**config.mk**
```make
export PLATFORM = sky130hd
export DESIGN_NAME = fetch_branch_unit
export DESIGN_NICKNAME = d
export VERILOG_FILES = /design/src/rtl/cpu_pkg.sv /design/src/rtl/branch_resolve.sv /design/src/rtl/fetch_branch_unit.sv
export SDC_FILE = /design/constraint.sdc
export NUM_CORES = 1
export LEC_CHECK = 0
export CAP_MARGIN = 0
export CORE_UTILIZATION = 59
export CTS_CLUSTER_DIAMETER = 100
export DETAILED_ROUTE_END_ITERATION = 7
export DONT_BUFFER_PORTS = 1
export PLACE_DENSITY = 0.89
export SLEW_MARGIN = 20
export SYNTH_ARGS = -nofsm -noshare
export SYNTH_HDL_FRONTEND = slang
export SYNTH_SLANG_ARGS = --single-unit
```
**constraint.sdc**
```tcl
create_clock -name clk -period 2.59 [get_ports clk]
set_clock_uncertainty 0.1 [all_clocks]
set_input_delay 0.3885 -clock clk [delete_from_list [all_inputs] [get_ports clk]]
set_output_delay 0.3885 -clock clk [all_outputs]
set_load 0.005 [all_outputs]
```
**src/rtl/cpu_pkg.sv**
```systemverilog
`default_nettype none
// ============================================================================
// Module      : cpu_pkg
// Description : Shared RV32 core definitions: branch-type codes, default
//               reset PC and fetch-stage state encoding.
// Revision    : 1.0
// ============================================================================
package cpu_pkg;

    localparam logic [2:0] BT_BEQ  = 3'b000;
    localparam logic [2:0] BT_BNE  = 3'b001;
    localparam logic [2:0] BT_BLT  = 3'b100;
    localparam logic [2:0] BT_BGE  = 3'b101;
    localparam logic [2:0] BT_BLTU = 3'b110;
    localparam logic [2:0] BT_BGEU = 3'b111;

    localparam logic [31:0] RESET_PC_DEFAULT = 32'h0000_0000;

    localparam int FS_W = 2;
    localparam logic [FS_W-1:0] FS_BOOT = 2'd0;
    localparam logic [FS_W-1:0] FS_RUN  = 2'd1;
    localparam logic [FS_W-1:0] FS_HALT = 2'd2;

endpackage
`default_nettype wire

```
**src/rtl/branch_resolve.sv**
```systemverilog
`default_nettype none
// ============================================================================
// Module      : branch_resolve
// Description : Combinational branch/jump resolution: taken flag, target
//               address and target misalignment.
// Revision    : 1.0
// ============================================================================
module branch_resolve
    import cpu_pkg::*;
(
    input  logic [31:0] i_pc,
    input  logic        i_branch,
    input  logic [2:0]  i_branch_type,
    input  logic        i_jump,
    input  logic        i_jalr,
    input  logic        i_zero,
    input  logic        i_less,
    input  logic [31:0] i_alu_result,
    input  logic [31:0] i_imm32,
    output logic        o_taken,
    output logic [31:0] o_target,
    output logic        o_misalign
);

    logic w_cond;

    // The ALU flags already carry the correct polarity for each compare kind.
    always_comb begin
        w_cond = 1'b0;
        case (i_branch_type)
            BT_BEQ, BT_BNE:                   w_cond = i_zero;
            BT_BLT, BT_BGE, BT_BLTU, BT_BGEU: w_cond = i_less;
            default:                          w_cond = 1'b0;
        endcase
    end

    assign o_taken    = i_jump | (i_branch & w_cond);
    assign o_target   = (i_jump & i_jalr) ? i_alu_result : (i_pc + i_imm32);
    assign o_misalign = o_taken & (o_target[1:0] != 2'b00);

endmodule
`default_nettype wire

```
**src/rtl/fetch_branch_unit.sv**
```systemverilog
`default_nettype none
// ============================================================================
// Module      : fetch_branch_unit
// Description : PC/fetch stage of the single-cycle RV32 core; holds the PC,
//               drives the synchronous instruction ROM and applies branches.
// Revision    : 1.0
// ============================================================================
module fetch_branch_unit
    import cpu_pkg::*;
#(
    parameter logic [31:0] RESET_PC = RESET_PC_DEFAULT,
    parameter int          IMEM_AW  = 14
) (
    input  logic               clk,
    input  logic               rst,
    input  logic               stall,
    output logic [IMEM_AW-1:0] imem_addr,
    input  logic [31:0]        imem_rdata,
    output logic [31:0]        instr,
    output logic               instr_valid,
    output logic [31:0]        pc,
    output logic [31:0]        pc_plus4,
    input  logic               Branch,
    input  logic [2:0]         BranchType,
    input  logic               Jump,
    input  logic               Jalr,
    input  logic               zero,
    input  logic               less,
    input  logic [31:0]        ALUResult,
    input  logic [31:0]        imm32,
    output logic               redirect,
    output logic               misalign_err,
    output logic [31:0]        retired
);

    logic [FS_W-1:0] r_state;
    logic [FS_W-1:0] w_state_next;
    logic [31:0]     r_pc;
    logic [31:0]     w_pc_next;
    logic [31:0]     w_pc_plus4;
    logic [31:0]     r_retired;
    logic [31:0]     w_retired_next;
    logic            r_instr_valid;
    logic            r_misalign_err;
    logic            w_misalign_err_next;
    logic            w_redirect;
    logic [31:0]     w_fetch_pc;
    logic            w_taken;
    logic            w_misalign;
    logic [31:0]     w_target;
    logic            w_unused_fetch_bits;

    branch_resolve u_branch_resolve (
        .i_pc          (r_pc),
        .i_branch      (Branch),
        .i_branch_type (BranchType),
        .i_jump        (Jump),
        .i_jalr        (Jalr),
        .i_zero        (zero),
        .i_less        (less),
        .i_alu_result  (ALUResult),
        .i_imm32       (imm32),
        .o_taken       (w_taken),
        .o_target      (w_target),
        .o_misalign    (w_misalign)
    );

    assign w_pc_plus4 = r_pc + 32'd4;

    // w_fetch_pc is the address the ROM samples this edge; defaults to
    // re-reading the current PC so held/halted instructions stay put.
    always_comb begin
        w_state_next        = r_state;
        w_pc_next           = r_pc;
        w_retired_next      = r_retired;
        w_misalign_err_next = r_misalign_err;
        w_fetch_pc          = r_pc;
        w_redirect          = 1'b0;
        case (r_state)
            FS_BOOT: begin
                w_state_next = FS_RUN;
                w_fetch_pc   = RESET_PC;
            end
            FS_RUN: begin
                if (!stall) begin
                    w_redirect = w_taken;
                    w_fetch_pc = w_taken ? w_target : w_pc_plus4;
                    if (w_misalign) begin
                        w_state_next        = FS_HALT;
                        w_misalign_err_next = 1'b1;
                    end else begin
                        w_pc_next      = w_fetch_pc;
                        w_retired_next = r_retired + 32'd1;
                    end
                end
            end
            FS_HALT: begin
                w_state_next = FS_HALT;
            end
            default: begin
                w_state_next = FS_BOOT;
            end
        endcase
        if (rst) begin
            w_fetch_pc = RESET_PC;
            w_redirect = 1'b0;
        end
    end

    always_ff @(posedge clk) begin
        if (rst) begin
            r_state        <= FS_BOOT;
            r_pc           <= RESET_PC;
            r_retired      <= 32'd0;
            r_instr_valid  <= 1'b0;
            r_misalign_err <= 1'b0;
        end else begin
            r_state        <= w_state_next;
            r_pc           <= w_pc_next;
            r_retired      <= w_retired_next;
            r_instr_valid  <= (w_state_next == FS_RUN);
            r_misalign_err <= w_misalign_err_next;
        end
    end

    assign w_unused_fetch_bits = ^{w_fetch_pc[31:IMEM_AW+2], w_fetch_pc[1:0]};

    assign imem_addr    = w_fetch_pc[IMEM_AW+1:2];
    assign instr        = imem_rdata;
    assign instr_valid  = r_instr_valid;
    assign pc           = r_pc;
    assign pc_plus4     = w_pc_plus4;
    assign redirect     = w_redirect;
    assign misalign_err = r_misalign_err;
    assign retired      = r_retired;

endmodule
`default_nettype wire

```
Word level (Yosys, flattened, before mapping)
Index checks and enable logic that the tools add are counted.
{"block": "classes", "addsub": 3, "eq_ne": 8, "muxes": 12, "bitwise": 6, "n_reduce_logical": 7}
{"op": "32-bit two-way mux", "n": 2}
{"op": "32-bit by 1-bit adder with 32-bit output (second input constant)", "n": 1}
{"op": "32-bit by 3-bit adder with 32-bit output (second input constant)", "n": 1}
{"op": "32-bit adder", "n": 1}
{"op": "16-bit two-way mux", "n": 2}
{"op": "16-bit case mux with 2 select lines", "n": 1}
{"op": "3-bit equality test (second input constant)", "n": 4}
{"op": "2-bit case mux with 3 select lines", "n": 1}
{"op": "3-bit AND reduction", "n": 2}
{"op": "2-bit by 1-bit equality test with 1-bit output (second input constant)", "n": 2}
{"op": "2-bit two-way mux", "n": 2}
{"op": "4-bit OR reduction", "n": 1}
{"op": "1-bit bitwise AND", "n": 3}
{"op": "3-bit by 1-bit equality test with 1-bit output (second input constant)", "n": 1}
{"op": "3-bit zero test", "n": 1}
{"op": "1-bit two-way mux", "n": 3}
{"op": "2-bit equality test (second input constant)", "n": 1}
{"op": "2-bit zero test", "n": 1}
{"op": "1-bit NOT", "n": 2}
{"op": "1-bit case mux with 2 select lines", "n": 1}
{"op": "2-bit nonzero test", "n": 1}
{"op": "2-bit OR reduction", "n": 1}
{"op": "1-bit OR", "n": 1}
{"block": "word_totals", "register_bits": 68, "inputBits": 107, "out_inout_bits": 145, "elab_cells": 41}

Logic depth before layout (Yosys ltp)
Gate-level depths: netlist of run 1.
{"block": "logic_depth", "word_depth": 10, "depth_mapped": 12}

Cells and area by module
A second synthesis of run 1 with hierarchy kept.
{"block": "hier_totals", "hier_cells": 937, "hier_area_um2": 6747.7}
{"module": "fetch_branch_unit", "n_inst": 1, "cells_each": 579, "area_per_inst_um2": 4421.7, "seq_area_each_um2": 1361.3}
{"module": "branch_resolve", "n_inst": 1, "cells_each": 358, "area_per_inst_um2": 2326.0, "seq_area_each_um2": 0.0}

Worst setup path after synthesis of run 1
OpenSTA, ideal clock, no wires.
{"block": "synth_path", "path_kind": "flip-flop to output port", "startpoint": "reg with a tool-made name", "endpoint": "out imem_addr[12]", "arrival_ps": 2178, "required_time_ps": 2102, "setup_slack_ps": -77, "path_stages_with_launch": 12, "path_buffers": 0, "path_cell_list": "dfxtp_1 ha_1 inv_1 fa_1 nand2b_1 a21oi_1 o211ai_1 a21oi_1 xnor2_1 a21oi_1 a22oi_1 nor2_1"}
{"element": "to (decl)", "line": "fetch_branch_unit.sv:17", "text": "output logic [IMEM_AW-1:0] imem_addr,"}

Final worst setup path of run 1
{"block": "layout_path", "startpoint": "reg r_pc[8], in the netlist pc[8]", "endpoint": "out imem_addr[12]"}
{"block": "layout_via", "elab_chain_cells": 6}
{"element": "from (decl)", "line": "fetch_branch_unit.sv:38", "text": "logic [31:0] r_pc;"}
{"element": "from (signal assigned)", "line": "fetch_branch_unit.sv:119", "text": "r_pc <= w_pc_next;"}
{"element": "32-bit adder", "line": "branch_resolve.sv:38", "text": "assign o_target = (i_jump & i_jalr) ? i_alu_result : (i_pc + i_imm32);"}
{"element": "32-bit two-way mux", "line": "branch_resolve.sv:38"}
{"element": "32-bit two-way mux *", "line": "fetch_branch_unit.sv:87", "text": "w_fetch_pc = w_taken ? w_target : w_pc_plus4;"}
{"element": "16-bit two-way mux *", "line": "fetch_branch_unit.sv:85", "text": "if (!stall) begin"}
{"element": "16-bit case mux with 2 select lines *", "line": "fetch_branch_unit.sv:79", "text": "case (r_state)"}
{"element": "16-bit two-way mux *", "line": "fetch_branch_unit.sv:104", "text": "if (rst) begin"}
Mark *: on every way between the ends. The rest lies on a longest branch, timed or not.

==> results of run 1 <==
power by group:
part           switching (mW)  internal [mW]
clock network           0.534          0.580
registers              0.0365           1.07
logic                   0.669          0.489
cell usage in the layout (no fill, tap or decap), types with 6 or more instances in the layout:
master and instances:
sky130_fd_sc_hd__buf_4 159, sky130_fd_sc_hd__nand2_1 85, sky130_fd_sc_hd__nor2_1 82, sky130_fd_sc_hd__dfxtp_1 53, sky130_fd_sc_hd__a21oi_1 47, sky130_fd_sc_hd__xor2_1 31, sky130_fd_sc_hd__nand3_1 30, sky130_fd_sc_hd__buf_6 29
sky130_fd_sc_hd__o21ai_0 23, sky130_fd_sc_hd__xnor2_1 22, sky130_fd_sc_hd__nand4_1 21, sky130_fd_sc_hd__a21oi_2 21, sky130_fd_sc_hd__a21o_1 20, sky130_fd_sc_hd__inv_1 18, sky130_fd_sc_hd__ha_1 17, sky130_fd_sc_hd__ha_4 15
sky130_fd_sc_hd__and3_1 12, sky130_fd_sc_hd__nor3_1 12, sky130_fd_sc_hd__a22oi_1 12, sky130_fd_sc_hd__xnor2_2 11, sky130_fd_sc_hd__o211ai_1 11, sky130_fd_sc_hd__or3_1 10, sky130_fd_sc_hd__dfxtp_2 10, sky130_fd_sc_hd__clkbuf_8 10
sky130_fd_sc_hd__nand2_2 9, sky130_fd_sc_hd__o21ai_1 9, sky130_fd_sc_hd__nor2_2 8, sky130_fd_sc_hd__a21oi_4 8, sky130_fd_sc_hd__o22ai_1 8, sky130_fd_sc_hd__nand3_4 6, sky130_fd_sc_hd__o21ai_2 6
state kept, by name (all words and copies together), names as in the netlist, named ones only:
name / flops
retired: 32
instr_valid: 1
r_state: 2
misalign_err: 1
pc: 30
per-stage QoR:
step,hold WS (ns),setup WS [ns],utilization,total power [mW]
floorplan,0.342,-0.0112,-,1.67
global placement,0.358,-0.215,0.700,1.89
detailed placement,0.367,-0.269,0.700,1.91
CTS,0.0214,-0.385,0.809,3.08
global route,0.0109,-0.810,0.883,3.45
finish,0.0187,-0.831,0.883,3.38
worst min path at each step:
stage                 start           end  slack [ns]
2_1_floorplan  misalign_err  misalign_err        0.34
3_3_place_gp   misalign_err  misalign_err        0.36
3_5_place_dp            rst    retired[7]        0.37
4_1_cts                 rst        pc[29]        0.02
5_1_grt                 rst        pc[29]        0.01
6_report                rst        pc[29]        0.02
final cells by class:
class	count	share of cell area
tap	133	0.0191
sequential	68	0.160
timing repair buffer	193	0.186
inverter	19	0.00819
multi-input combinational	674	0.600
clock buffer	10	0.0158
clock inverter	6	0.0109
critical path: stages (launching register included):
cell                      delay [ns]
sky130_fd_sc_hd__dfxtp_2        0.39
sky130_fd_sc_hd__buf_4          0.23
sky130_fd_sc_hd__nand3_2        0.27
sky130_fd_sc_hd__nor2_4         0.25
sky130_fd_sc_hd__nand3_1        0.21
sky130_fd_sc_hd__xnor2_2        0.43
sky130_fd_sc_hd__o22ai_1        0.18
sky130_fd_sc_hd__a21oi_2        0.19
sky130_fd_sc_hd__a22oi_1        0.17
sky130_fd_sc_hd__nor2_1         0.21
routing by layer:
metal	global-route usage	share of wire
met1	0.500	0.30
met2	0.754	0.42
met3	0.142	0.15
met4	0.349	0.13
met5	0	0
logic make-up after synthesis:
logic type | synth area share
DFF | 0.224
AOI/OAI and AO/OA | 0.241
adders and majority gates | 0.0712
buffers and inverters | 0.0786
muxes | 0.00823
and+or+nand+nor | 0.275
xor gates and xnor gates | 0.102
timing repair:
action	in CTS	in global routing
setup endpoints to repair	62	74
pin swaps	64	73
buffers inserted	31	33
endpoints found under the hold margin	52	0
hold buffers	1	0
gates resized for setup	127	117
cells in the mapped netlist, drive strengths merged (3+ instances only):
| cell | number | area share |
|---|---|---|
| nand3 | 40 | 0.034 |
| o211ai | 12 | 0.016 |
| clkbuf | 30 | 0.019 |
| a221o | 4 | 0.0066 |
| o21ai | 39 | 0.033 |
| and2 | 4 | 0.0045 |
| a21o | 21 | 0.026 |
| a22o | 3 | 0.0043 |
| a221oi | 3 | 0.0043 |
| o32ai | 5 | 0.0072 |
| nand2 | 98 | 0.060 |
| o22ai | 9 | 0.0093 |
| or3 | 11 | 0.011 |
| nor4 | 6 | 0.012 |
| nand4 | 23 | 0.029 |
| mux2i | 5 | 0.0082 |
| buf | 42 | 0.048 |
| nor2 | 95 | 0.059 |
| xor2 | 35 | 0.050 |
| dfxtp | 68 | 0.22 |
| a21oi | 76 | 0.063 |
| o221ai | 4 | 0.0058 |
| inv | 19 | 0.012 |
| nor3b | 4 | 0.0058 |
| a211oi | 8 | 0.0099 |
| nand2b | 6 | 0.0062 |
| and4 | 7 | 0.010 |
| a31oi | 8 | 0.0082 |
| nor3 | 14 | 0.012 |
| or2 | 3 | 0.0031 |
| ha | 33 | 0.068 |
| xnor2 | 36 | 0.052 |
| and3 | 17 | 0.018 |
| a22oi | 13 | 0.016 |
| nor2b | 6 | 0.0062 |
==> report_table.html, run 1 <==
<table>
<tr><th>Metric</th><th>Value</th></tr>
<tr><th colspan="2">Placement</th></tr>
<tr><td>Placer Congestion</td><td>0.995</td></tr>
<tr><td>Buffers on Ports</td><td>0</td></tr>
<tr><td>Half-perimeter wire length of the detailed placement result</td><td>about 16 mm</td></tr>
<tr><td>Cell Count Post-Placement</td><td>about 1000</td></tr>
<tr><td>Total cell area at the placement stage</td><td>roughly 6900 sq um</td></tr>
<tr><th colspan="2">Floorplan</th></tr>
<tr><td>Die Y-Extent</td><td>104 um</td></tr>
<tr><td>Die Wd</td><td>approximately 100 um</td></tr>
<tr><td>I/O pins</td><td>roughly 250</td></tr>
<tr><td>Area of the core</td><td>9860 sq um</td></tr>
<tr><td>Floorplan die area</td><td>roughly 11000 sq um</td></tr>
<tr><td>Site Rows</td><td>36</td></tr>
<tr><td>Initial core utilization</td><td>0.617</td></tr>
<tr><th colspan="2">Finish</th></tr>
<tr><td>Count of antenna diodes in the layout</td><td>0</td></tr>
<tr><td>Area growth, synth to finish</td><td>43.1%</td></tr>
<tr><td>Area of combinational cells with multiple inputs</td><td>roughly 5200 sq um</td></tr>
<tr><td>Cell area after layout</td><td>8710 sq um</td></tr>
<tr><td>Number of filler cells placed in the layout</td><td>about 480</td></tr>
<tr><td>Storage cell area</td><td>roughly 1400 sq um</td></tr>
<tr><td>Net total in the final layout</td><td>around 1100</td></tr>
<tr><td>Fraction of layout instances using a drive strength above 1</td><td>0.392</td></tr>
<tr><td>Final Instance Count excl. Fillers</td><td>1103</td></tr>
<tr><th colspan="2">Synthesis</th></tr>
<tr><td>Dominant register cell in the synthesized netlist</td><td>sky130_fd_sc_hd__dfxtp_1</td></tr>
<tr><td>Part of the Yosys area used for sequential elements</td><td>0.224</td></tr>
<tr><td>Synthesized area divided by synthesized cell count</td><td>around 7.3 sq um</td></tr>
<tr><td>Number of unique standard cell types used by synthesis</td><td>72</td></tr>
<tr><td>Asr flop ratio synth</td><td>0</td></tr>
<tr><td>Post-synthesis cell area</td><td>just over 6000 sq um</td></tr>
<tr><td>Number of warnings printed during yosys synthesis</td><td>0</td></tr>
<tr><td>Post-Syn Instances</td><td>833</td></tr>
<tr><td>Net count after synthesis</td><td>between 900 and 1000</td></tr>
<tr><td>Flop and latch count out of synthesis</td><td>between 60 and 70</td></tr>
<tr><td>Number of enable-type register cells in the synthesized netlist</td><td>0</td></tr>
<tr><th colspan="2">CTS</th></tr>
<tr><td>Clock latency of the later-clocked register in the worst-skew pair</td><td>0.40 ns</td></tr>
<tr><td>TritonCTS Buffers</td><td>9</td></tr>
<tr><td>Maximum clock insertion buffer count</td><td>2</td></tr>
<tr><td>Total number of clock tree sinks</td><td>just under 70</td></tr>
<tr><td>H-tree lvl count</td><td>3</td></tr>
<tr><td>CTS tree</td><td>yes</td></tr>
<tr><td>Root Buffer</td><td>sky130_fd_sc_hd__clkbuf_8</td></tr>
<tr><td>Clock-pin slew on the worst setup and hold paths</td><td>around 0.12 ns</td></tr>
<tr><th colspan="2">Global routing</th></tr>
<tr><td>Wire length of the first global-routing pass</td><td>a little under 40 mm</td></tr>
<tr><td>Number of antenna violations at the first check in global routing</td><td>0</td></tr>
<tr><td>Vias in the first global route</td><td>about 7400</td></tr>
<tr><td>Gr ovfl total</td><td>0</td></tr>
<tr><td>GR Util All Layers</td><td>0.461</td></tr>
<tr><td>Largest net degree at the start of global routing</td><td>53</td></tr>
<tr><th colspan="2">STA</th></tr>
<tr><td>Maximum achievable frequency</td><td>0.292 GHz</td></tr>
<tr><td>Min Tclk post-route</td><td>roughly 3.4 ns</td></tr>
<tr><td>Portion of the clock cycle consumed by the worst path in the final layout</td><td>1.32</td></tr>
<tr><td>Total count of max-transition violations in the final report</td><td>0</td></tr>
<tr><td>Final critical-path setup slack</td><td>-0.831 ns</td></tr>
<tr><td>Summed negative setup slack over all endpoints</td><td>-21.82 ns</td></tr>
<tr><td>Hold violation count in the final report</td><td>0</td></tr>
<tr><td>Slew headroom</td><td>0.562</td></tr>
<tr><td>Transition time at the pin with the least slew margin</td><td>between 0.6 and 0.7 ns</td></tr>
<tr><td>RSZ-0062 raised after global routing</td><td>yes</td></tr>
<tr><td>Count of final setup violators</td><td>58</td></tr>
<tr><th colspan="2">Run status</th></tr>
<tr><td>Failing checks</td><td>design-rule violations, negative setup slack</td></tr>
<tr><td>Status</td><td>complete, but fails checks</td></tr>
<tr><th colspan="2">Worst setup path</th></tr>
<tr><td>Launch instance of the worst register-to-register path</td><td>pc[15]</td></tr>
<tr><td>Crit path required time</td><td>roughly 2.1 ns</td></tr>
<tr><td>Data arrival time at the worst-slack endpoint</td><td>a little under 3 ns</td></tr>
<tr><td>Worst Reg2Reg Path Length in Cells</td><td>10</td></tr>
<tr><td>Maximum fanout count along the critical path</td><td>5</td></tr>
<tr><td>Crit Path Class</td><td>reg -&gt; out</td></tr>
<tr><td>Capturing element of the worst setup path</td><td>imem_addr[12]</td></tr>
<tr><td>Reg-to-Reg End</td><td>pc[25]</td></tr>
<tr><td>Startpoint type of the worst setup path</td><td>flop</td></tr>
<tr><td>Crit path launch</td><td>pc[8]</td></tr>
<tr><td>Sort of element at the end of the critical path</td><td>primary output</td></tr>
<tr><td>R2R Setup Slk</td><td>-0.64 ns</td></tr>
<tr><th colspan="2">Routing</th></tr>
<tr><td>Antenna Violating Nets Remaining</td><td>0</td></tr>
<tr><td>Average routed wire per standard cell</td><td>28.3 um</td></tr>
<tr><td>Detailed-route wire length</td><td>approximately 31 mm</td></tr>
<tr><td>Via-to-Cell Ratio</td><td>around 7.5</td></tr>
<tr><td>Via count</td><td>between 8000 and 9000</td></tr>
<tr><td>DRC viols</td><td>between 60 and 70</td></tr>
<tr><td>Number of DRC markers after the initial detailed-route iteration</td><td>approximately 1300</td></tr>
<tr><td>Detailed-routing iteration count for the pre-antenna-repair pass</td><td>8</td></tr>
<tr><th colspan="2">Run</th></tr>
<tr><td>Maximum Capacitance Violations</td><td>0</td></tr>
<tr><th colspan="2">Power</th></tr>
<tr><td>Static leakage power</td><td>around 3.7 nW</td></tr>
<tr><td>Max rail drop VDD</td><td>around 0.00025 V</td></tr>
<tr><td>Total power per unit cell area</td><td>a little under 400 nW/um^2</td></tr>
<tr><th colspan="2">Min path</th></tr>
<tr><td>Worst Hold Path Cells</td><td>1</td></tr>
<tr><td>Tightest Hold Check Type</td><td>in -&gt; reg</td></tr>
</table>
No activity file was read; power rests on OpenSTA's default activity.
==> run 2: changes to the inputs <==
Settings changed: ABC_AREA from default to 1, CORE_UTILIZATION 59 to 60, CTS_CLUSTER_SIZE from default to 8, PLACE_DENSITY 0.89 to 0.77.
==> run 2 against run 1 <==
The flow finishes with violations (negative setup slack). Cell area increased by 6.1%. Total power increased by 9.6%. Worst hold slack got worse by 0.0028 ns. Via count increased by 11%. Cell count increased by 40%. Sequential share of layout area decreased by 0.86 points. Clock power increased by 15%. Core utilization decreased by 12 points. Register-to-register slack improved by 0.64 ns. Synthesized cell count increased by 58%. Fmax increased by 22%. Largest cell class unchanged.
==> report_table.html, run 2 <==
<table>
<tr><th>Metric</th><th>Value</th></tr>
<tr><th colspan="2">STA</th></tr>
<tr><td>Min Tclk post-route</td><td>2.80 ns (was 3.42 ns)</td></tr>
<tr><td>Maximum achievable frequency</td><td>0.357 GHz (was 0.292 GHz)</td></tr>
<tr><td>Portion of the clock cycle consumed by the worst path in the final layout</td><td>1.08 (was 1.32)</td></tr>
<tr><td>RSZ-0062 raised after global routing</td><td>yes (unchanged)</td></tr>
<tr><td>Total count of max-transition violations in the final report</td><td>0 (unchanged)</td></tr>
<tr><td>Final Hold Slack</td><td>0.0159 ns (was 0.0187 ns)</td></tr>
<tr><td>Hold violation count in the final report</td><td>0 (unchanged)</td></tr>
<tr><td>Transition time at the pin with the least slew margin</td><td>0.635 ns (was 0.658 ns)</td></tr>
<tr><td>Final critical-path setup slack</td><td>-0.208 ns (was -0.831 ns)</td></tr>
<tr><td>Count of final setup violators</td><td>11 (was 58)</td></tr>
<tr><td>Slew headroom</td><td>0.576 (was 0.562)</td></tr>
<tr><td>Summed negative setup slack over all endpoints</td><td>-1.28 ns (was -21.82 ns)</td></tr>
<tr><th colspan="2">Synthesis</th></tr>
<tr><td>Top cells by area, synth</td><td>sky130_fd_sc_hd__nand2_1 22%, sky130_fd_sc_hd__dfxtp_1 18%, sky130_fd_sc_hd__inv_1 9.1% (was sky130_fd_sc_hd__dfxtp_1 22%, sky130_fd_sc_hd__ha_1 6.8%, sky130_fd_sc_hd__a21oi_1 6.3%)</td></tr>
<tr><td>List of most frequent post-synthesis cells</td><td>441 x sky130_fd_sc_hd__nand2_1, 181 x sky130_fd_sc_hd__inv_1, 114 x sky130_fd_sc_hd__nor2_1, 109 x sky130_fd_sc_hd__a21oi_1, 70 x sky130_fd_sc_hd__nand3_1 (was 98 x sky130_fd_sc_hd__nand2_1, 95 x sky130_fd_sc_hd__nor2_1, 76 x sky130_fd_sc_hd__a21oi_1, 68 x sky130_fd_sc_hd__dfxtp_1, 39 x sky130_fd_sc_hd__nand3_1)</td></tr>
<tr><td>Dominant register cell in the synthesized netlist</td><td>sky130_fd_sc_hd__dfxtp_1 (unchanged)</td></tr>
<tr><td>Flop and latch count out of synthesis</td><td>68 (unchanged)</td></tr>
<tr><td>Leading cell type by number of instances after synthesis</td><td>sky130_fd_sc_hd__nand2_1 (unchanged)</td></tr>
<tr><td>Post-synthesis cell area</td><td>7450 sq um (was 6080 sq um)</td></tr>
<tr><td>Net count after synthesis</td><td>1460 (was 974)</td></tr>
<tr><td>Synthesized area divided by synthesized cell count</td><td>5.65 sq um (was 7.30 sq um)</td></tr>
<tr><td>Area leader, netlist</td><td>sky130_fd_sc_hd__nand2_1 (was sky130_fd_sc_hd__dfxtp_1)</td></tr>
<tr><td>Area share of the largest cell type after synthesis</td><td>0.222 (was 0.224)</td></tr>
<tr><td>Number of enable-type register cells in the synthesized netlist</td><td>0 (unchanged)</td></tr>
<tr><td>Asr flop ratio synth</td><td>0 (unchanged)</td></tr>
<tr><td>Part of the Yosys area used for sequential elements</td><td>0.183 (was 0.224)</td></tr>
<tr><td>Number of unique standard cell types used by synthesis</td><td>43 (was 72)</td></tr>
<tr><td>Post-Syn Instances</td><td>1319 (was 833)</td></tr>
<tr><td>Number of warnings printed during yosys synthesis</td><td>0 (unchanged)</td></tr>
<tr><th colspan="2">Placement</th></tr>
<tr><td>Placer Congestion</td><td>1.05 (was 0.995)</td></tr>
<tr><td>Buffers on Ports</td><td>0 (unchanged)</td></tr>
<tr><td>Half-perimeter wire length of the detailed placement result</td><td>19.9 mm (was 15.6 mm)</td></tr>
<tr><td>Setup slack at placement</td><td>-0.00930 ns (was -0.269 ns)</td></tr>
<tr><th colspan="2">Routing</th></tr>
<tr><td>Detailed-routing iteration count for the pre-antenna-repair pass</td><td>6 (was 8)</td></tr>
<tr><td>WL met3</td><td>3.83 mm (was 4.71 mm)</td></tr>
<tr><td>Via-to-Cell Ratio</td><td>5.91 (was 7.48)</td></tr>
<tr><td>DRC viols</td><td>0 (was 63)</td></tr>
<tr><td>Via count</td><td>9142 (was 8249)</td></tr>
<tr><td>Antenna Violating Nets Remaining</td><td>0 (unchanged)</td></tr>
<tr><td>Amount of wire on met2 after detailed routing</td><td>12.5 mm (was 13.1 mm)</td></tr>
<tr><td>Average routed wire per standard cell</td><td>18.7 um (was 28.3 um)</td></tr>
<tr><td>Number of DRC markers after the initial detailed-route iteration</td><td>1217 (was 1258)</td></tr>
<tr><td>Met1 Wirelength</td><td>10.8 mm (was 9.48 mm)</td></tr>
<tr><td>Detailed-route wire length</td><td>29.0 mm (was 31.2 mm)</td></tr>
<tr><td>Highest signal layer in the routed design</td><td>met4 (unchanged)</td></tr>
<tr><th colspan="2">CTS</th></tr>
<tr><td>Clock latency of the later-clocked register in the worst-skew pair</td><td>0.34 ns (was 0.40 ns)</td></tr>
<tr><td>Hold-fix buffer count after cts</td><td>0 (was 1)</td></tr>
<tr><td>H-tree lvl count</td><td>3 (unchanged)</td></tr>
<tr><td>Clock-pin slew on the worst setup and hold paths</td><td>0.06 ns (was 0.12 ns)</td></tr>
<tr><td>TritonCTS Buffers</td><td>9 (unchanged)</td></tr>
<tr><td>Total number of clock tree sinks</td><td>68 (unchanged)</td></tr>
<tr><td>CTS tree</td><td>yes (unchanged)</td></tr>
<tr><td>Root Buffer</td><td>sky130_fd_sc_hd__clkbuf_16 (was sky130_fd_sc_hd__clkbuf_8)</td></tr>
<tr><td>Maximum clock insertion buffer count</td><td>2 (unchanged)</td></tr>
<tr><th colspan="2">Run status</th></tr>
<tr><td>Status</td><td>complete, but fails checks (unchanged)</td></tr>
<tr><td>Failing checks</td><td>negative setup slack (was design-rule violations, negative setup slack)</td></tr>
<tr><th colspan="2">Finish</th></tr>
<tr><td>Leading cell type in the layout, fill and taps excluded</td><td>sky130_fd_sc_hd__nand2_1 (was sky130_fd_sc_hd__buf_4)</td></tr>
<tr><td>Fraction of layout instances using a drive strength above 1</td><td>0.224 (was 0.392)</td></tr>
<tr><td>Number of filler cells placed in the layout</td><td>949 (was 476)</td></tr>
<tr><td>Most frequent cells in the layout</td><td>394 x sky130_fd_sc_hd__nand2_1, 173 x sky130_fd_sc_hd__inv_1, 109 x sky130_fd_sc_hd__nor2_1 (was 159 x sky130_fd_sc_hd__buf_4, 85 x sky130_fd_sc_hd__nand2_1, 82 x sky130_fd_sc_hd__nor2_1)</td></tr>
<tr><td>Area growth, synth to finish</td><td>23.9% (was 43.1%)</td></tr>
<tr><td>Area of combinational cells with multiple inputs</td><td>5690 sq um (was 5230 sq um)</td></tr>
<tr><td>Storage cell area</td><td>1400 sq um (was 1390 sq um)</td></tr>
<tr><td>Max FFs per register</td><td>32 (unchanged)</td></tr>
<tr><td>Net total in the final layout</td><td>1513 (was 1106)</td></tr>
<tr><th colspan="2">Worst setup path</th></tr>
<tr><td>Maximum fanout count along the critical path</td><td>4 (was 5)</td></tr>
<tr><td>Crit Path Class</td><td>reg -&gt; out (unchanged)</td></tr>
<tr><td>Master of the slowest instance on the critical path</td><td>sky130_fd_sc_hd__dfxtp_4 (was sky130_fd_sc_hd__xnor2_2)</td></tr>
<tr><td>Critical path's largest stage delay</td><td>0.36 ns (was 0.43 ns)</td></tr>
<tr><td>Sort of element at the end of the critical path</td><td>primary output (unchanged)</td></tr>
<tr><td>List of cells traversed by the critical path</td><td>ha_4, nand2_1, inv_1, nand2_1, nor3_1, nand2_2, nand3_2, nand3_2, nand2_2, nand2_2, nand2_1, nand2_1, a21oi_2 (was buf_4, nand3_2, nor2_4, nand3_1, xnor2_2, o22ai_1, a21oi_2, a22oi_1, nor2_1)</td></tr>
<tr><td>Most common cell type on the critical path</td><td>sky130_fd_sc_hd__nand2_1</td></tr>
<tr><td>Crit path required time</td><td>2.10 ns (about the same)</td></tr>
<tr><td>WP buf/inv</td><td>1 (unchanged)</td></tr>
<tr><td>Startpoint type of the worst setup path</td><td>flop (unchanged)</td></tr>
<tr><td>Data arrival time at the worst-slack endpoint</td><td>2.31 ns (was 2.93 ns)</td></tr>
<tr><td>Critical path's top delay family</td><td>simple AND/OR/NAND/NOR gates (unchanged)</td></tr>
<tr><th colspan="2">Power</th></tr>
<tr><td>Total power per unit cell area</td><td>401 nW/um^2 (was 388 nW/um^2)</td></tr>
<tr><td>Static leakage power</td><td>4.44 nW (was 3.67 nW)</td></tr>
<tr><td>Max rail drop VDD</td><td>0.000359 V (was 0.000251 V)</td></tr>
<tr><th colspan="2">Run</th></tr>
<tr><td>Maximum Capacitance Violations</td><td>0 (unchanged)</td></tr>
<tr><th colspan="2">Global routing</th></tr>
<tr><td>Gr ovfl total</td><td>0 (unchanged)</td></tr>
<tr><td>Largest net degree at the start of global routing</td><td>48 (was 53)</td></tr>
<tr><td>Number of antenna violations at the first check in global routing</td><td>2 (was 0)</td></tr>
<tr><td>Wire length of the first global-routing pass</td><td>40.6 mm (was 38.8 mm)</td></tr>
<tr><td>Vias in the first global route</td><td>7907 (was 7410)</td></tr>
<tr><td>GR Util All Layers</td><td>0.403 (was 0.461)</td></tr>
<tr><th colspan="2">Floorplan</th></tr>
<tr><td>Area of the core</td><td>12100 sq um (was 9860 sq um)</td></tr>
<tr><td>Initial core utilization</td><td>0.618 (was 0.617)</td></tr>
<tr><td>Die Wd</td><td>113 um (was 104 um)</td></tr>
<tr><td>Site Rows</td><td>40 (was 36)</td></tr>
<tr><td>Floorplan die area</td><td>12900 sq um (was 10700 sq um)</td></tr>
<tr><td>I/O pins</td><td>252 (unchanged)</td></tr>
<tr><td>Die Y-Extent</td><td>113 um (was 104 um)</td></tr>
<tr><th colspan="2">Min path</th></tr>
<tr><td>Tightest Hold Check Type</td><td>in -&gt; reg (unchanged)</td></tr>
</table>
==> run 2: cell type report <==
type	instances	share of cell area
Tap cell	168	0.0228
Clock buffer	12	0.0278
Sequential cell	68	0.151
Multi-Input combinational cell	997	0.616
Clock inverter	4	0.00515
Antenna cell	2	0.000542
Timing Repair Buffer	107	0.0978
Inverter	189	0.0782
==> run 2: worst reg2reg max path, cell delays in order (launching register included) <==
cell and delay (ns):
sky130_fd_sc_hd__dfxtp_2 0.35, sky130_fd_sc_hd__ha_4 0.14, sky130_fd_sc_hd__inv_2 0.04, sky130_fd_sc_hd__fa_2 0.51, sky130_fd_sc_hd__inv_1 0.03, sky130_fd_sc_hd__o21ai_0 0.13
sky130_fd_sc_hd__nand2_1 0.14, sky130_fd_sc_hd__nand2_1 0.18, sky130_fd_sc_hd__nand2_4 0.17, sky130_fd_sc_hd__inv_4 0.16, sky130_fd_sc_hd__buf_12 0.18, sky130_fd_sc_hd__o21ai_0 0.12
sky130_fd_sc_hd__a21oi_1 0.25
==> run 2: power breakdown <==
group	internal (mW)	total [mW]	switching, mW
Clock	0.795	1.28	0.485
Combinational	0.488	1.28	0.795
Sequential	1.08	1.14	0.0578
==> run 2: metrics by stage <==
| step | utilization | area [sq um] | power (mW) | std cells |
|---|---|---|---|---|
| final | 0.765 | 9230 | 3.71 | 1547 |
| after floorplan | - | 7450 | 1.84 | 1319 |
| after global routing | 0.765 | 9230 | 3.85 | 1546 |
| after detailed placement | 0.652 | 7860 | 2.13 | 1497 |
| after CTS | 0.722 | 8710 | 3.50 | 1526 |
| after global placement | 0.652 | 7860 | 2.12 | 1497 |
==> run 2: cell families after synthesis <==
family	Yosys count	synth area share
adder cells (fa/ha/maj)	34	0.0581
AO/OA/AOI/OAI	192	0.135
AND/OR/NAND/NOR	727	0.420
flip-flops	68	0.183
buffers and inverters	254	0.149
XOR/XNOR	44	0.0557
==> run 2: path summary, 6_finish.rpt <==
path	startpoint	endpoint	slack, ns	cells after the start
worst max-delay path	pc[10]	imem_addr[12]	-0.21	13
worst min-delay path	rst	misalign_err	0.02	1
worst max register to register	flop	pc[6]	0	12
worst min register to register	misalign_err	misalign_err	0.37	2
==> run 2: repair_timing <==
| item | in CTS | in global routing |
|---|---|---|
| cloned | 0 | 1 |
| setup endpoints to repair | 16 | 25 |
| buffers inserted | 14 | 21 |
| resized for setup | 110 | 92 |
| hold endpoints to repair | 0 | 0 |
| pin swaps | 34 | 54 |
==> run 2: layer usage <==
layer / global-route usage / vias to the layer above
li1: - / 4270
met1: 0.514 / 4045
met2: 0.645 / 668
met3: 0.0962 / 159
met4: 0.189 / 0
met5: 0 / -
==> run 3: changes to the inputs <==
Settings changed: GPL_TIMING_DRIVEN from default to 0, TNS_END_PERCENT from default to 50.
==> run 3 against run 2 <==
The run ends with design-rule violations, negative setup slack left. Cell area fell by 1.4%. Clock power about the same. First-iteration DRC count rose by 15%. Fmax fell by 11%. Via count is 4.9% higher. Register-to-register slack got worse by 0.30 ns. Worst hold slack gained 0.18 ns. Critical path depth is 1 lower. Routed wire length increased by 10%. Worst setup slack worse by 0.35 ns. Cell count rose by 0.13%. Highest routed layer unchanged.
==> report_table.html, run 3 (synthesis gave the netlist of run 2 again) <==
<table>
<tr><th>Metric</th><th>Value</th></tr>
<tr><th colspan="2">Finish</th></tr>
<tr><td>Final core occ</td><td>0.755 (was 0.765)</td></tr>
<tr><td>Net total in the final layout</td><td>1516 (was 1513)</td></tr>
<tr><td>Area growth, synth to finish</td><td>22.1% (was 23.9%)</td></tr>
<tr><td>Leading cell type in the layout, fill and taps excluded</td><td>sky130_fd_sc_hd__nand2_1 (unchanged)</td></tr>
<tr><td>Max FFs per register</td><td>32 (unchanged)</td></tr>
<tr><td>Most frequent cells in the layout</td><td>404 x sky130_fd_sc_hd__nand2_1, 174 x sky130_fd_sc_hd__inv_1, 104 x sky130_fd_sc_hd__nor2_1 (was 394 x sky130_fd_sc_hd__nand2_1, 173 x sky130_fd_sc_hd__inv_1, 109 x sky130_fd_sc_hd__nor2_1)</td></tr>
<tr><td>Fraction of layout instances using a drive strength above 1</td><td>0.205 (was 0.224)</td></tr>
<tr><th colspan="2">Worst setup path</th></tr>
<tr><td>Reg-to-Reg End</td><td>pc[2] (was pc[6])</td></tr>
<tr><td>Crit Path Class</td><td>reg -&gt; out (unchanged)</td></tr>
<tr><td>Startpoint type of the worst setup path</td><td>flop (unchanged)</td></tr>
<tr><td>Worst Reg2Reg Path Length in Cells</td><td>19 (was 12)</td></tr>
<tr><td>R2R Setup Slk</td><td>-0.30 ns (was 0 ns)</td></tr>
<tr><td>Sort of element at the end of the critical path</td><td>primary output (unchanged)</td></tr>
<tr><td>Maximum fanout count along the critical path</td><td>4 (unchanged)</td></tr>
<tr><td>Crit path required time</td><td>2.10 ns (about the same)</td></tr>
<tr><td>Data arrival time at the worst-slack endpoint</td><td>2.66 ns (was 2.31 ns)</td></tr>
<tr><th colspan="2">Floorplan</th></tr>
<tr><td>Die Y-Extent</td><td>113 um (unchanged)</td></tr>
<tr><td>Floorplan die area</td><td>12900 sq um (unchanged)</td></tr>
<tr><td>Site Rows</td><td>40 (unchanged)</td></tr>
<tr><td>Area of the core</td><td>12100 sq um (unchanged)</td></tr>
<tr><td>Initial core utilization</td><td>0.618 (unchanged)</td></tr>
<tr><td>Die Wd</td><td>113 um (unchanged)</td></tr>
<tr><td>I/O pins</td><td>252 (unchanged)</td></tr>
<tr><th colspan="2">CTS</th></tr>
<tr><td>Total number of clock tree sinks</td><td>68 (unchanged)</td></tr>
<tr><td>Clock latency of the later-clocked register in the worst-skew pair</td><td>0.36 ns (was 0.34 ns)</td></tr>
<tr><td>TritonCTS Buffers</td><td>9 (unchanged)</td></tr>
<tr><td>Clock-pin slew on the worst setup and hold paths</td><td>0.06 ns (about the same)</td></tr>
<tr><td>H-tree lvl count</td><td>3 (unchanged)</td></tr>
<tr><td>Root Buffer</td><td>sky130_fd_sc_hd__clkbuf_16 (unchanged)</td></tr>
<tr><td>CTS tree</td><td>yes (unchanged)</td></tr>
<tr><td>Maximum clock insertion buffer count</td><td>2 (unchanged)</td></tr>
<tr><th colspan="2">Global routing</th></tr>
<tr><td>Gr ovfl total</td><td>0 (unchanged)</td></tr>
<tr><td>Wire length of the first global-routing pass</td><td>42.6 mm (was 40.6 mm)</td></tr>
<tr><td>Global routing met1 resource utilization</td><td>0.562 (was 0.514)</td></tr>
<tr><td>Met3 usage</td><td>0.140 (was 0.0962)</td></tr>
<tr><td>GR Util All Layers</td><td>0.432 (was 0.403)</td></tr>
<tr><td>Met2 layer usage reported by global route</td><td>0.651 (was 0.645)</td></tr>
<tr><td>Number of antenna violations at the first check in global routing</td><td>1 (was 2)</td></tr>
<tr><td>Largest net degree at the start of global routing</td><td>13 (was 48)</td></tr>
<tr><td>Vias in the first global route</td><td>8057 (was 7907)</td></tr>
<tr><td>Gr busiest metal</td><td>met2 (unchanged)</td></tr>
<tr><th colspan="2">STA</th></tr>
<tr><td>Min Tclk post-route</td><td>3.15 ns (was 2.80 ns)</td></tr>
<tr><td>Portion of the clock cycle consumed by the worst path in the final layout</td><td>1.22 (was 1.08)</td></tr>
<tr><td>Summed negative setup slack over all endpoints</td><td>-4.13 ns (was -1.28 ns)</td></tr>
<tr><td>RSZ-0062 raised after global routing</td><td>yes (unchanged)</td></tr>
<tr><td>Count of final setup violators</td><td>16 (was 11)</td></tr>
<tr><td>Maximum achievable frequency</td><td>0.318 GHz (was 0.357 GHz)</td></tr>
<tr><td>Slew headroom</td><td>0.486 (was 0.576)</td></tr>
<tr><td>Transition time at the pin with the least slew margin</td><td>0.770 ns (was 0.635 ns)</td></tr>
<tr><td>Hold violation count in the final report</td><td>0 (unchanged)</td></tr>
<tr><td>Final critical-path setup slack</td><td>-0.559 ns (was -0.208 ns)</td></tr>
<tr><td>Total count of max-transition violations in the final report</td><td>0 (unchanged)</td></tr>
<tr><th colspan="2">Power</th></tr>
<tr><td>Sequential share of power</td><td>0.316 (was 0.308)</td></tr>
<tr><td>Fraction of power consumed by the clock network</td><td>0.341 (was 0.345)</td></tr>
<tr><td>Sw Ratio</td><td>0.383 (was 0.361)</td></tr>
<tr><td>Net Switching</td><td>1.45 mW (was 1.34 mW)</td></tr>
<tr><td>Max rail drop VDD</td><td>0.000426 V (was 0.000359 V)</td></tr>
<tr><td>Fraction of power consumed by combinational cells</td><td>0.343 (was 0.346)</td></tr>
<tr><td>Power Internal</td><td>2.33 mW (was 2.37 mW)</td></tr>
<tr><td>Total power per unit cell area</td><td>416 nW/um^2 (was 401 nW/um^2)</td></tr>
<tr><td>Static leakage power</td><td>4.36 nW (was 4.44 nW)</td></tr>
<tr><th colspan="2">Routing</th></tr>
<tr><td>Number of DRC markers after the initial detailed-route iteration</td><td>1403 (was 1217)</td></tr>
<tr><td>DRC viols</td><td>19 (was 0)</td></tr>
<tr><td>Average routed wire per standard cell</td><td>20.6 um (was 18.7 um)</td></tr>
<tr><td>Detailed-route wire length</td><td>32.0 mm (was 29.0 mm)</td></tr>
<tr><td>Via-to-Cell Ratio</td><td>6.19 (was 5.91)</td></tr>
<tr><td>Antenna Violating Nets Remaining</td><td>0 (unchanged)</td></tr>
<tr><td>Via count</td><td>9592 (was 9142)</td></tr>
<tr><td>Detailed-routing iteration count for the pre-antenna-repair pass</td><td>8 (was 6)</td></tr>
<tr><th colspan="2">Run</th></tr>
<tr><td>Maximum Capacitance Violations</td><td>0 (unchanged)</td></tr>
<tr><th colspan="2">Min path</th></tr>
<tr><td>Worst Hold Path Cells</td><td>2 (was 1)</td></tr>
<tr><td>Hold_sp</td><td>stall (was rst)</td></tr>
<tr><td>Hold Path Sink</td><td>instr_valid (was misalign_err)</td></tr>
<tr><td>Tightest Hold Check Type</td><td>in -&gt; reg (unchanged)</td></tr>
<tr><th colspan="2">Placement</th></tr>
<tr><td>Half-perimeter wire length of the detailed placement result</td><td>21.3 mm (was 19.9 mm)</td></tr>
<tr><td>Placer Congestion</td><td>0.997 (was 1.05)</td></tr>
<tr><td>Setup slack at placement</td><td>-0.300 ns (was -0.00930 ns)</td></tr>
<tr><td>Buffers on Ports</td><td>0 (unchanged)</td></tr>
<tr><th colspan="2">Run status</th></tr>
<tr><td>Status</td><td>complete, but fails checks (unchanged)</td></tr>
<tr><td>Failing checks</td><td>design-rule violations, negative setup slack (was negative setup slack)</td></tr>
</table>
[run 3: cell types whose count changed in the layout (fill, tap and decap cells not counted), sizes merged]
cell | previous run | this run
clkinvlp | 3 | 0
clkbuf | 13 | 29
buf | 106 | 89
clkinv | 2 | 4
inv | 187 | 190
clkdlybuf4s50 | 0 | 2
diode | 2 | 1
[run 3: area by class of cell]
type	count	area, sq um
clock buffer	10	239
inverter	189	719
buffer	65	418
tap	168	210
antenna	1	2.50
timing repair buffer	45	373
clock inverter	6	62.6
sequential	68	1420
fill	972	2960
multi-input combinational	997	5660
[run 3: repair_timing]
| item | CTS | global route |
|---|---|---|
| setup buffers | 31 | 18 |
| pin swaps | 34 | 62 |
| hold buffers | 0 | 0 |
| gates resized for setup | 119 | 87 |
| endpoints found under the setup margin | 29 | 35 |
[run 3: worst max-delay path, stage by stage (launching register included)]
cell,delay [ns]
sky130_fd_sc_hd__dfxtp_4,0.37
sky130_fd_sc_hd__ha_4,0.13
sky130_fd_sc_hd__inv_2,0.04
sky130_fd_sc_hd__fa_2,0.37
sky130_fd_sc_hd__inv_2,0.11
sky130_fd_sc_hd__nand3_2,0.09
sky130_fd_sc_hd__nand2_2,0.10
sky130_fd_sc_hd__buf_4,0.11
sky130_fd_sc_hd__xor2_1,0.15
sky130_fd_sc_hd__nand2_1,0.27
sky130_fd_sc_hd__a31oi_4,0.29
sky130_fd_sc_hd__nand2_1,0.09
sky130_fd_sc_hd__a31oi_1,0.19
[run 3: per-layer routing]
metal	vias up	share of wire
met4	0	0.072
li1	4280	-
met5	-	0
met2	845	0.40
met3	233	0.15
met1	4234	0.37
[run 3: through the flow]
step	cells	power, mW	cell area (sq um)	hold WS [ns]
6_report	1549	3.78	9100	0.198
4_1_cts	1534	3.52	8670	0.185
3_3_place_gp	1487	2.09	7660	0.368
5_1_grt	1549	3.90	9100	0.241
3_5_place_dp	1487	2.10	7660	0.374
2_1_floorplan	1319	1.84	7450	0.347
[run 3: power groups by stage]
| stage | combinational, mW | clock (mW) | sequential (mW) |
|---|---|---|---|
| 6_report | 1.30 | 1.29 | 1.20 |
| 5_1_grt | 1.38 | 1.32 | 1.20 |
| 4_1_cts | 1.07 | 1.27 | 1.18 |
| 3_5_place_dp | 0.899 | 0 | 1.20 |
| 3_3_place_gp | 0.891 | 0 | 1.20 |
| 2_1_floorplan | 0.683 | 0 | 1.16 |
[run 3: worst max path at each step]
| stage | to | start | slack (ns) | cells after the start |
|---|---|---|---|---|
| CTS | imem_addr[10] | flop | -0.15 | 16 |
| detailed placement | imem_addr[10] | flop | -0.30 | 16 |
| global route | imem_addr[2] | flop | -0.63 | 12 |
| finish | imem_addr[2] | flop | -0.56 | 12 |
| floorplan | imem_addr[10] | flop | 0.16 | 16 |
| global placement | imem_addr[10] | flop | -0.29 | 16 |
